$ cat src/rtl/mem3_if.sv
// -----------------------------------------------------------------------------
// mem3_if - seat-write request/response bundle between the kiosk/controller FSM
// and the seat table.
//
//   req_valid   master -> slave  seat write request
//   req_ready   slave  -> master table can accept a request (RUN only)
//   req_seat    master -> slave  target seat index
//   req_state   master -> slave  requested state: 00 FREE, 01 AWAY, 11 OCCUPIED
//   resp_valid  slave  -> master one-cycle pulse, one cycle after acceptance
//   resp_reject slave  -> master qualifies resp_valid: 1 = request refused
//   do_not_seat slave  -> master pulse: OCCUPIED requested on an OCCUPIED seat
// -----------------------------------------------------------------------------
interface mem3_if #(
   parameter int N_SEATS = 32
);
   localparam int SEAT_W = $clog2(N_SEATS);

   logic              req_valid;
   logic              req_ready;
   logic [SEAT_W-1:0] req_seat;
   logic [1:0]        req_state;
   logic              resp_valid;
   logic              resp_reject;
   logic              do_not_seat;

   modport master (
      output req_valid, req_seat, req_state,
      input  req_ready, resp_valid, resp_reject, do_not_seat
   );

   modport slave (
      input  req_valid, req_seat, req_state,
      output req_ready, resp_valid, resp_reject, do_not_seat
   );
endinterface

$ cat src/rtl/mem3.sv
// -----------------------------------------------------------------------------
// mem3 - per-seat state/timestamp table with transition checking, a background
// AWAY-expiry scanner, a live free-seat count and a registered read port.
//
//   clk_mem3      clock, all logic on the rising edge
//   rst_mem3      synchronous active-high reset (restarts the table clear)
//   clr_all       start a full table clear (honoured in RUN only)
//   kiosk         request/response bundle (mem3_if.slave)
//   cur_time      free-running, wrapping current time
//   limit_time    AWAY hold limit; a seat expires when elapsed > limit_time
//   expire_valid  pulse: the scanner freed expire_seat
//   expire_seat   seat freed, valid with expire_valid
//   rd_seat       read address; rd_state/rd_time follow one cycle later
//   free_count    number of FREE seats
// -----------------------------------------------------------------------------
module mem3 #(
   parameter int N_SEATS = 32,
   parameter int TIME_W  = 11
) (
   input  logic                         clk_mem3,
   input  logic                         rst_mem3,
   input  logic                         clr_all,
   mem3_if.slave                        kiosk,
   input  logic [TIME_W-1:0]            cur_time,
   input  logic [TIME_W-1:0]            limit_time,
   output logic                         expire_valid,
   output logic [$clog2(N_SEATS)-1:0]   expire_seat,
   input  logic [$clog2(N_SEATS)-1:0]   rd_seat,
   output logic [1:0]                   rd_state,
   output logic [TIME_W-1:0]            rd_time,
   output logic [$clog2(N_SEATS+1)-1:0] free_count
);
   localparam int SEAT_W = $clog2(N_SEATS);
   localparam int CNT_W  = $clog2(N_SEATS+1);

   localparam logic [SEAT_W:0]   SEAT_LIM  = (SEAT_W+1)'(N_SEATS);
   localparam logic [SEAT_W-1:0] LAST_SEAT = SEAT_W'(N_SEATS-1);
   localparam logic [CNT_W:0]    CNT_LIM   = (CNT_W+1)'(N_SEATS);
   localparam logic [CNT_W:0]    CNT_ONE   = (CNT_W+1)'(1);

   typedef enum logic [1:0] {
      ST_FREE = 2'b00,
      ST_AWAY = 2'b01,
      ST_BAD  = 2'b10,
      ST_OCC  = 2'b11
   } seat_st_e;

   typedef enum logic {CLEAR, RUN} fsm_e;

   fsm_e              fsm_q, fsm_d;
   logic [SEAT_W-1:0] clr_ptr;
   logic [SEAT_W-1:0] scan_ptr;
   logic [1:0]        seat_state [N_SEATS];
   logic [TIME_W-1:0] seat_time  [N_SEATS];

   logic              running;
   logic              accept;
   logic              req_in_range;
   logic [SEAT_W-1:0] req_idx;
   logic [1:0]        cur_state;
   logic              legal;
   logic              seat_clash;
   logic              req_inc;
   logic              req_dec;
   logic [TIME_W-1:0] elapsed;
   logic              expire;
   logic [CNT_W:0]    count_next;
   logic              rd_in_range;
   logic [SEAT_W-1:0] rd_idx;

   assign running         = (fsm_q == RUN);
   assign kiosk.req_ready = running;
   assign accept          = kiosk.req_valid & running;

   // Out-of-range seats are refused; index 0 stands in so the table is never
   // addressed past its end.
   assign req_in_range = ({1'b0, kiosk.req_seat} < SEAT_LIM);
   assign req_idx      = req_in_range ? kiosk.req_seat : '0;
   assign cur_state    = seat_state[req_idx];
   assign rd_in_range  = ({1'b0, rd_seat} < SEAT_LIM);
   assign rd_idx       = rd_in_range ? rd_seat : '0;

   // NOTE: every variable written in an always_comb gets a default first, so no
   // path through the block can leave it unassigned and infer a latch.
   always_comb begin
      fsm_d = fsm_q;
      case (fsm_q)
         CLEAR:   if (clr_ptr == LAST_SEAT) fsm_d = RUN;
         RUN:     if (clr_all) fsm_d = CLEAR;
         default: fsm_d = CLEAR;
      endcase
   end

   always_comb begin
      legal = 1'b0;
      if (accept && req_in_range) begin
         case (cur_state)
            ST_FREE: legal = (kiosk.req_state == ST_FREE) || (kiosk.req_state == ST_OCC);
            ST_OCC:  legal = (kiosk.req_state == ST_AWAY) || (kiosk.req_state == ST_FREE);
            ST_AWAY: legal = (kiosk.req_state != ST_BAD);
            default: legal = 1'b0;
         endcase
      end
   end

   assign seat_clash = accept && req_in_range &&
                       (cur_state == ST_OCC) && (kiosk.req_state == ST_OCC);
   assign req_inc    = legal && (kiosk.req_state == ST_FREE) && (cur_state != ST_FREE);
   assign req_dec    = legal && (kiosk.req_state == ST_OCC) && (cur_state == ST_FREE);

   // Wrapping subtraction at TIME_W bits gives the hold time across a cur_time
   // rollover. A request to the seat under the scanner wins over the expiry.
   assign elapsed = cur_time - seat_time[scan_ptr];
   assign expire  = running && (seat_state[scan_ptr] == ST_AWAY) &&
                    (elapsed > limit_time) &&
                    !(accept && (kiosk.req_seat == scan_ptr));

   // Request and expiry effects are netted in one step, clamped to 0..N_SEATS.
   always_comb begin
      count_next = {1'b0, free_count} + {{CNT_W{1'b0}}, req_inc} + {{CNT_W{1'b0}}, expire};
      if (req_dec && (count_next != '0)) count_next = count_next - CNT_ONE;
      if (count_next > CNT_LIM) count_next = CNT_LIM;
   end

   // NOTE: the table has no reset; the CLEAR sweep initialises it, which keeps
   // it mappable onto RAM. Reset only blocks writes for that cycle.
   always_ff @(posedge clk_mem3) begin
      if (!rst_mem3) begin
         if (fsm_q == CLEAR) begin
            seat_state[clr_ptr] <= ST_FREE;
            seat_time[clr_ptr]  <= '0;
         end else begin
            if (legal) begin
               seat_state[req_idx] <= kiosk.req_state;
               seat_time[req_idx]  <= cur_time;
            end
            if (expire) seat_state[scan_ptr] <= ST_FREE;
         end
      end
   end

   // NOTE: state registers use non-blocking assignments so every flop samples
   // pre-edge values regardless of statement order.
   always_ff @(posedge clk_mem3) begin
      if (rst_mem3) begin
         fsm_q             <= CLEAR;
         clr_ptr           <= '0;
         scan_ptr          <= '0;
         kiosk.resp_valid  <= 1'b0;
         kiosk.resp_reject <= 1'b0;
         kiosk.do_not_seat <= 1'b0;
         expire_valid      <= 1'b0;
         expire_seat       <= '0;
         rd_state          <= '0;
         rd_time           <= '0;
         free_count        <= CNT_LIM[CNT_W-1:0];
      end else begin
         fsm_q             <= fsm_d;
         clr_ptr           <= ((fsm_q == CLEAR) && (clr_ptr != LAST_SEAT)) ? clr_ptr + 1'b1 : '0;
         kiosk.resp_valid  <= accept;
         kiosk.resp_reject <= accept && !legal;
         kiosk.do_not_seat <= seat_clash;
         expire_valid      <= expire;
         if (expire) expire_seat <= scan_ptr;
         rd_state          <= rd_in_range ? seat_state[rd_idx] : 2'b00;
         rd_time           <= rd_in_range ? seat_time[rd_idx] : '0;
         if (running) begin
            scan_ptr   <= (scan_ptr == LAST_SEAT) ? '0 : scan_ptr + 1'b1;
            // A clear discards this cycle's request/expiry count effects.
            free_count <= clr_all ? CNT_LIM[CNT_W-1:0] : count_next[CNT_W-1:0];
         end
      end
   end
endmodule

$ cat src/flat_wrapper.sv
// flat-port wrapper written by rule: the top's interface ports become plain ports
module mem3_flat 
#(
   parameter int N_SEATS = 32,
   parameter int TIME_W  = 11
)
  (clk_mem3, rst_mem3, clr_all, cur_time, limit_time, expire_valid, expire_seat, rd_seat, rd_state, rd_time, free_count, kiosk_req_valid, kiosk_req_seat, kiosk_req_state, kiosk_req_ready, kiosk_resp_valid, kiosk_resp_reject, kiosk_do_not_seat);
  mem3_if #(.N_SEATS(N_SEATS)) kiosk_i ();
  input  logic clk_mem3;
  input  logic rst_mem3;
  input  logic clr_all;
  input  logic [TIME_W-1:0] cur_time;
  input  logic [TIME_W-1:0] limit_time;
  output logic expire_valid;
  output logic [$clog2(N_SEATS)-1:0] expire_seat;
  input  logic [$clog2(N_SEATS)-1:0] rd_seat;
  output logic [1:0] rd_state;
  output logic [TIME_W-1:0] rd_time;
  output logic [$clog2(N_SEATS+1)-1:0] free_count;
  input wire logic [$bits(kiosk_i.req_valid)-1:0] kiosk_req_valid;
  input wire logic [$bits(kiosk_i.req_seat)-1:0] kiosk_req_seat;
  input wire logic [$bits(kiosk_i.req_state)-1:0] kiosk_req_state;
  output wire logic [$bits(kiosk_i.req_ready)-1:0] kiosk_req_ready;
  output wire logic [$bits(kiosk_i.resp_valid)-1:0] kiosk_resp_valid;
  output wire logic [$bits(kiosk_i.resp_reject)-1:0] kiosk_resp_reject;
  output wire logic [$bits(kiosk_i.do_not_seat)-1:0] kiosk_do_not_seat;
  assign kiosk_i.req_valid = kiosk_req_valid;
  assign kiosk_i.req_seat = kiosk_req_seat;
  assign kiosk_i.req_state = kiosk_req_state;
  assign kiosk_req_ready = kiosk_i.req_ready;
  assign kiosk_resp_valid = kiosk_i.resp_valid;
  assign kiosk_resp_reject = kiosk_i.resp_reject;
  assign kiosk_do_not_seat = kiosk_i.do_not_seat;
  mem3 #(.N_SEATS(N_SEATS), .TIME_W(TIME_W)) u_core (.clk_mem3(clk_mem3), .rst_mem3(rst_mem3), .clr_all(clr_all), .kiosk(kiosk_i), .cur_time(cur_time), .limit_time(limit_time), .expire_valid(expire_valid), .expire_seat(expire_seat), .rd_seat(rd_seat), .rd_state(rd_state), .rd_time(rd_time), .free_count(free_count));
endmodule
$ cat config.mk
export PLATFORM = sky130hd
export DESIGN_NAME = mem3_flat
export DESIGN_NICKNAME = d
export VERILOG_FILES = /design/src/rtl/mem3_if.sv /design/src/rtl/mem3.sv /design/src/flat_wrapper.sv
export SDC_FILE = /design/constraint.sdc
export NUM_CORES = 1
export LEC_CHECK = 0
export ABC_AREA = 0
export CAP_MARGIN = 5
export CORE_AREA = 2 2 245 247
export CTS_BUF_LIST = sky130_fd_sc_hd__clkbuf_8
export CTS_CLUSTER_SIZE = 20
export DETAILED_ROUTE_END_ITERATION = 10
export DIE_AREA = 0 0 247 249
export HOLD_SLACK_MARGIN = 0.08
export MAX_ROUTING_LAYER = met4
export PLACE_DENSITY_LB_ADDON = 0.05
export SKIP_LAST_GASP = 1
export SLEW_MARGIN = 20
export SYNTH_ARGS = -nofsm -noshare
export SYNTH_HDL_FRONTEND = slang
export SYNTH_SLANG_ARGS = --single-unit
$ cat constraint.sdc
create_clock -name clk_mem3 -period 14.79 [get_ports clk_mem3]
set_clock_uncertainty 0.05 [all_clocks]
set_input_delay 2.958 -clock clk_mem3 [delete_from_list [all_inputs] [get_ports clk_mem3]]
set_output_delay 2.958 -clock clk_mem3 [all_outputs]
set_load 0.01 [all_outputs]
## Yosys cells after proc, flatten, opt, wreduce, memory -nomap -nowiden

Memories as Yosys holds them, arrays and structs flattened. A register that Yosys moved wholly into a read port is not among the register bits.
Cells that the tools add are included.

| cells by class | value |
|---|---|
| add/subtract/negate cells | 6 |
| $lt $le $gt $ge | 2 |
| eq/ne operators | 10 |
| mux-type cells | 30 |
| bitwise operators | 3 |
| reductions and logical operators | 24 |

Operator list:

| kind | count |
|---|---|
| $mux 5 | 7 |
| $mux 1 | 16 |
| $logic_and 1x1->1 | 13 |
| $mux 6 | 2 |
| $gt 11x11->1 | 1 |
| $mux 11 | 1 |
| $reduce_or 11->1 | 1 |
| $sub 11x11->11 | 1 |
| $add 5x1->5 const B | 2 |
| $eq 5x5->1 const B | 2 |
| $add 6x1->7 | 1 |
| $add 7x1->7 | 1 |
| $gt 7x6->1 const B | 1 |
| $mux 7 | 1 |
| $reduce_bool 7->1 | 1 |
| $sub 7x1->7 const B | 1 |
| $eq 2x1->1 const B | 3 |
| $eq 5x5->1 | 1 |
| $ne 5x5->1 const B | 1 |
| $eq 2x2->1 const B | 2 |
| $logic_not 2->1 | 2 |
| $reduce_or 2->1 | 2 |
| $pmux 1 s3 | 1 |
| $logic_not 1->1 | 2 |
| other kinds (7) | 9 |

| word-level totals | value |
|---|---|
| register bits | 26 |
| bits in writable memories | 416 |
| bits of input ports | 38 |
| logic and storage cells | 86 |
| memories kept | 2 |

Memory list:

| memory | words | width | read ports | clocked after memory_dff | write ports | RTL line | text |
|---|---|---|---|---|---|---|---|
| u_core.seat_time | 32 | 11 | 2 | 2 | 1 | mem3.sv:54 | `logic [TIME_W-1:0] seat_time [N_SEATS];` |
| u_core.seat_state | 32 | 2 | 3 | 2 | 2 | mem3.sv:53 | `logic [1:0] seat_state [N_SEATS];` |

## Longest topological paths before layout

| logic depth | value |
|---|---|
| depth in word-level cells | 14 |
| depth in mapped cells | 36 |
| depth with buffers taken out | 31 |

## Worst setup path after synthesis

No wires, ideal clock.

| timing path | value |
|---|---|
| path kind | in2reg |
| from | in cur_time[0] |
| to | reg u_core.free_count[4] |
| library setup time | 74 ps |
| arrival time | 8508 ps |
| data required time | 14666 ps |
| slack | 6158 ps |
| cell stages on the path | 30 |
| path buffers | 2 |
| cell sequence | inv_1 > ha_1 > inv_1 > fa_1 > a21o_1 > a21oi_1 > nand2b_1 > a21boi_0 > o41ai_1 > o21ai_0 > xnor2_1 > ha_1 > nand4_1 > o31ai_1 > a31oi_1 > o311a_1 > o211a_1 > buf_2 > clkbuf_1 > inv_1 > fa_1 > inv_1 > ha_1 > nand3_1 > or2_0 > and4_1 > a2111oi_4 > mux2i_1 > nand2_1 > o21ai_0 |

| between the ends | value |
|---|---|
| word-level cells in the longest chain between the ends | 11 |
| elaborated cells on any way between the ends | 12 |

Ends and longest elaborated chain:

| element | RTL line | text |
|---|---|---|
| start: declaration | flat_wrapper.sv:12 | `input logic [TIME_W-1:0] cur_time;` |
| $sub 11x11->11 * | mem3.sv:113 | `assign elapsed = cur_time - seat_time[scan_ptr];` |
| $gt 11x11->1 * | mem3.sv:115 | `(elapsed > limit_time) &&` |
| $logic_and 1x1->1 * | mem3.sv:114 | `assign expire = running && (seat_state[scan_ptr] == ST_AWAY) &&` |
| $logic_and 1x1->1 * | mem3.sv:115 |  |
| $add 7x1->7 * | mem3.sv:120 | `count_next = {1'b0, free_count} + {{CNT_W{1'b0}}, req_inc} + {{CNT_W{1'b0}}, expire};` |
| parallel branches: the longest is 2 deep, another holds $sub 7x1->7 | -- |  |
| $mux 7 * | mem3.sv:121 | `if (req_dec && (count_next != '0)) count_next = count_next - CNT_ONE;` |
| $gt 7x6->1 | mem3.sv:122 | `if (count_next > CNT_LIM) count_next = CNT_LIM;` |
| $mux 6 * | mem3.sv:122 |  |
| $mux 6 * | mem3.sv:170 | `free_count <= clr_all ? CNT_LIM[CNT_W-1:0] : count_next[CNT_W-1:0];` |
| end signal: assignment | mem3.sv:156 | `free_count <= CNT_LIM[CNT_W-1:0];` |
| end signal: assignment | mem3.sv:170 |  |
| end: declaration | mem3.sv:31 | `output logic [$clog2(N_SEATS+1)-1:0] free_count` |

Mark *: on every way between the ends.
A chain may end at the register's enable or synchronous reset.

==> impl_metrics.env <==
export IMPL_place_gp_congestion=0.8457
export IMPL_synth_adder_area_share_pct=2.055
export IMPL_place_ws_ns=5.112
export IMPL_hold_viol=0
export IMPL_clock_root_buffer="clkbuf_8"
export IMPL_cp_required_ns=15.34
export IMPL_port_buffers=66
export IMPL_clk_pin_slew_ns=0.05
export IMPL_antenna_found_initial=1
export IMPL_synth_seq_cells=460
export IMPL_hold_slack_ns=0.4191
export IMPL_slew_viol_final=0
export IMPL_period_share_pct=62.88
export IMPL_layout_common_cells="edfxtp_1, mux4_2, mux2i_1, dfxtp_1, clkbuf_8"
export IMPL_grt_use_total_pct=23.94
export IMPL_cts_tree="built"
export IMPL_fin_cells=2357
export IMPL_h_tree_depth=3
export IMPL_total_power_mw=2.818
export IMPL_drt_total_wl_um=70400
export IMPL_synth_simple_gate_area_share_pct=5.094
export IMPL_coreArea_um2=58690
export IMPL_grt_pass1_vias=14440
export IMPL_drt_iter0_markers=1190
export IMPL_cts_repair_resized=0
export IMPL_p_per_area_nw_per_um2=105.3
export IMPL_grt_first_pass_wirelength_um=101500
export IMPL_max_vdd_ir_drop_mv=0.06922
export IMPL_synth_edff_count=352
export IMPL_async_flop_share_pct=0
export IMPL_path_class="flip-flop to flip-flop"
export IMPL_worst_path_max_fanout=32
export IMPL_dp_hpwl_um=41770
export IMPL_tightest_slew_ns=1.200
export IMPL_syn_area_um2=23260
export IMPL_post_drt_wl_per_cell_um=29.87
export IMPL_synth_top_family_by_area="multiplexers"
export IMPL_ys_types=63
export IMPL_slowest_delay_ns=0.66
export IMPL_maxClockFrequency_mhz=107.5
export IMPL_ant_nets=0
export IMPL_overflow=0
export IMPL_crit_family="compound AO/OA/AOI/OAI gates"
export IMPL_rows=89
export IMPL_num_io_pins=67
export IMPL_yosysSeqAreaShare_pct=54.74
export IMPL_cts_max_path_buffers=3
export IMPL_via_per_inst=5.935
export IMPL_p_leak_nw=9.374
export IMPL_syn_inst=1417
export IMPL_synth_ff_type="edfxtp_1"
export IMPL_path_buf_inv=4
export IMPL_area_growth_pct=15.00
export IMPL_final_common_cell="edfxtp_1"
export IMPL_critPathArrivalTime_ns=9.85
export IMPL_tns_ns=0
export IMPL_max_cap_violations=0
export IMPL_die_h_um=249
export IMPL_dr_total_vias=13990
export IMPL_rsz0062_at_grt="no"
export IMPL_endpoint_kind="flip-flop"
export IMPL_critPathLaunchType="flip-flop"
export IMPL_relSlewSlack_pct=19.63
export IMPL_nets=1588
export IMPL_layout_drive_gt1_share_pct=31.92
export IMPL_cts_buffers=85
export IMPL_setup_viol=0
export IMPL_drt_first_pass_iters=5
export IMPL_crit_path_top_delay_cell="dfxtp_4"
export IMPL_cts_hold_buffers=0
export IMPL_cts_sinks=460
export IMPL_dieArea_um2=61500
export IMPL_cts_setup_buffers=0
export IMPL_grt_max_degree=71
export IMPL_drc_errors=0
export IMPL_dp_cells=2199
export IMPL_finalWorstSetupSlack_ns=5.489
export IMPL_start_util_pct=39.64
export IMPL_fin_crit_ns=9.301
export IMPL_clk_latency_ns=0.68
export IMPL_hp_class="flip-flop to flip-flop"
export IMPL_synth_compound_area_share_pct=4.126
export IMPL_synth_xor_area_share_pct=0.9790
export IMPL_status="finished, final reports clean"
export IMPL_die_x_um=247
export IMPL_syn_nets=1492
export IMPL_synth_mux_area_share_pct=30.22
export IMPL_synth_area_per_cell_um2=16.42
export IMPL_yosysWarnings=0
[synthesized netlist by cell type, types with 9 or more instances]
cell type	instances	share of area [%]
a21oi_1	13	0.28
a31oi_1	78	2.1
and2_1	14	0.38
buf_1	20	0.32
buf_2	33	0.71
clkbuf_1	61	0.98
dfxtp_1	108	9.3
edfxtp_1	352	45
ha_1	35	1.9
inv_1	45	0.73
mux2i_1	106	4.6
mux4_2	262	25
nand2_1	29	0.47
nand2b_1	17	0.46
nor2_1	72	1.2
nor2b_1	9	0.24
nor3_1	10	0.22
nor3b_1	28	0.90
o21ai_0	9	0.19
xnor2_1	16	0.60
xor2_1	10	0.38
[path summary, 6_finish.rpt]
kind	to	slack, ns	start	cells past startpoint
worst max register to register	u_core.free_count[2]	5.49	flip-flop	30
worst min register to register	u_core.expire_seat[2]	0.42	u_core.expire_seat[2]	2
worst min-delay path	u_core.expire_seat[2]	0.42	u_core.expire_seat[2]	2
worst max-delay path	u_core.free_count[2]	5.49	flip-flop	30
[registers in the layout (all words and copies together), names as in the netlist, 2 cells and up, named ones only]
| signal | count |
|---|---|
| u_core.free_count | 6 |
| u_core.seat_state | 64 |
| u_core.expire_seat | 5 |
| u_core.scan_ptr | 5 |
| u_core.rd_time | 11 |
| u_core.rd_state | 2 |
| u_core.seat_time | 352 |
| u_core.clr_ptr | 5 |
[report_power, final]
part / switching (mW) / internal (mW) / total (mW)
clock: 0.555 / 0.735 / 1.29
combinational: 0.0836 / 0.0623 / 0.146
sequential: 0.00339 / 1.38 / 1.38
[cell families (layout without fill, tap and decap cells)]
group / Yosys count / count (layout)
flip-flops: 460 / 460
multiplexers: 374 / 374
AND/OR/NAND/NOR: 220 / 220
buffers and inverters: 160 / 325
AO/OA/AOI/OAI: 140 / 140
adder cells (fa/ha/maj): 37 / 37
XOR/XNOR: 26 / 26
other: 0 / 2
[layout make-up]
type | count | area, um^2
fillers | 5146 | 31940
flip-flops and latches | 460 | 12740
multi-input cells | 797 | 9992
clock buffers | 96 | 1321
repair buffers | 124 | 1087
well taps | 773 | 967.2
clock inverters | 60 | 465.4
inverters | 45 | 168.9
diodes | 2 | 5.005
[worst register-to-register path: cells and delay by family (launching register included)]
family / cells / cell delay, ns
AOI/OAI and AO/OA: 11 / 2.35
and+or+nand+nor: 7 / 1.68
buffers and inverters: 4 / 1.50
DFF: 1 / 0.66
adders and majority gates: 4 / 1.27
muxes: 4 / 1.72
[routing by layer]
layer / share of wire (%) / wire, um / GRT usage (%) / vias to the layer above
met5: 0 / 0 / - / -
met4: 3.5 / 2460 / 9.501 / 0
met3: 5.9 / 4120 / 3.825 / 131
met2: 48 / 33950 / 36.95 / 528
met1: 42 / 29870 / 31.76 / 7306
li1: - / - / - / 6024
[through the flow]
stage / cell area [um^2] / util (%)
6_report: 26750 / 45.58
5_1_grt: 26750 / 45.58
4_1_cts: 26730 / 45.55
3_5_place_dp: 24940 / 42.50
3_3_place_gp: 24920 / 42.46
2_1_floorplan: 23260 / -
Note: power is estimated with default switching activity, not from simulation.
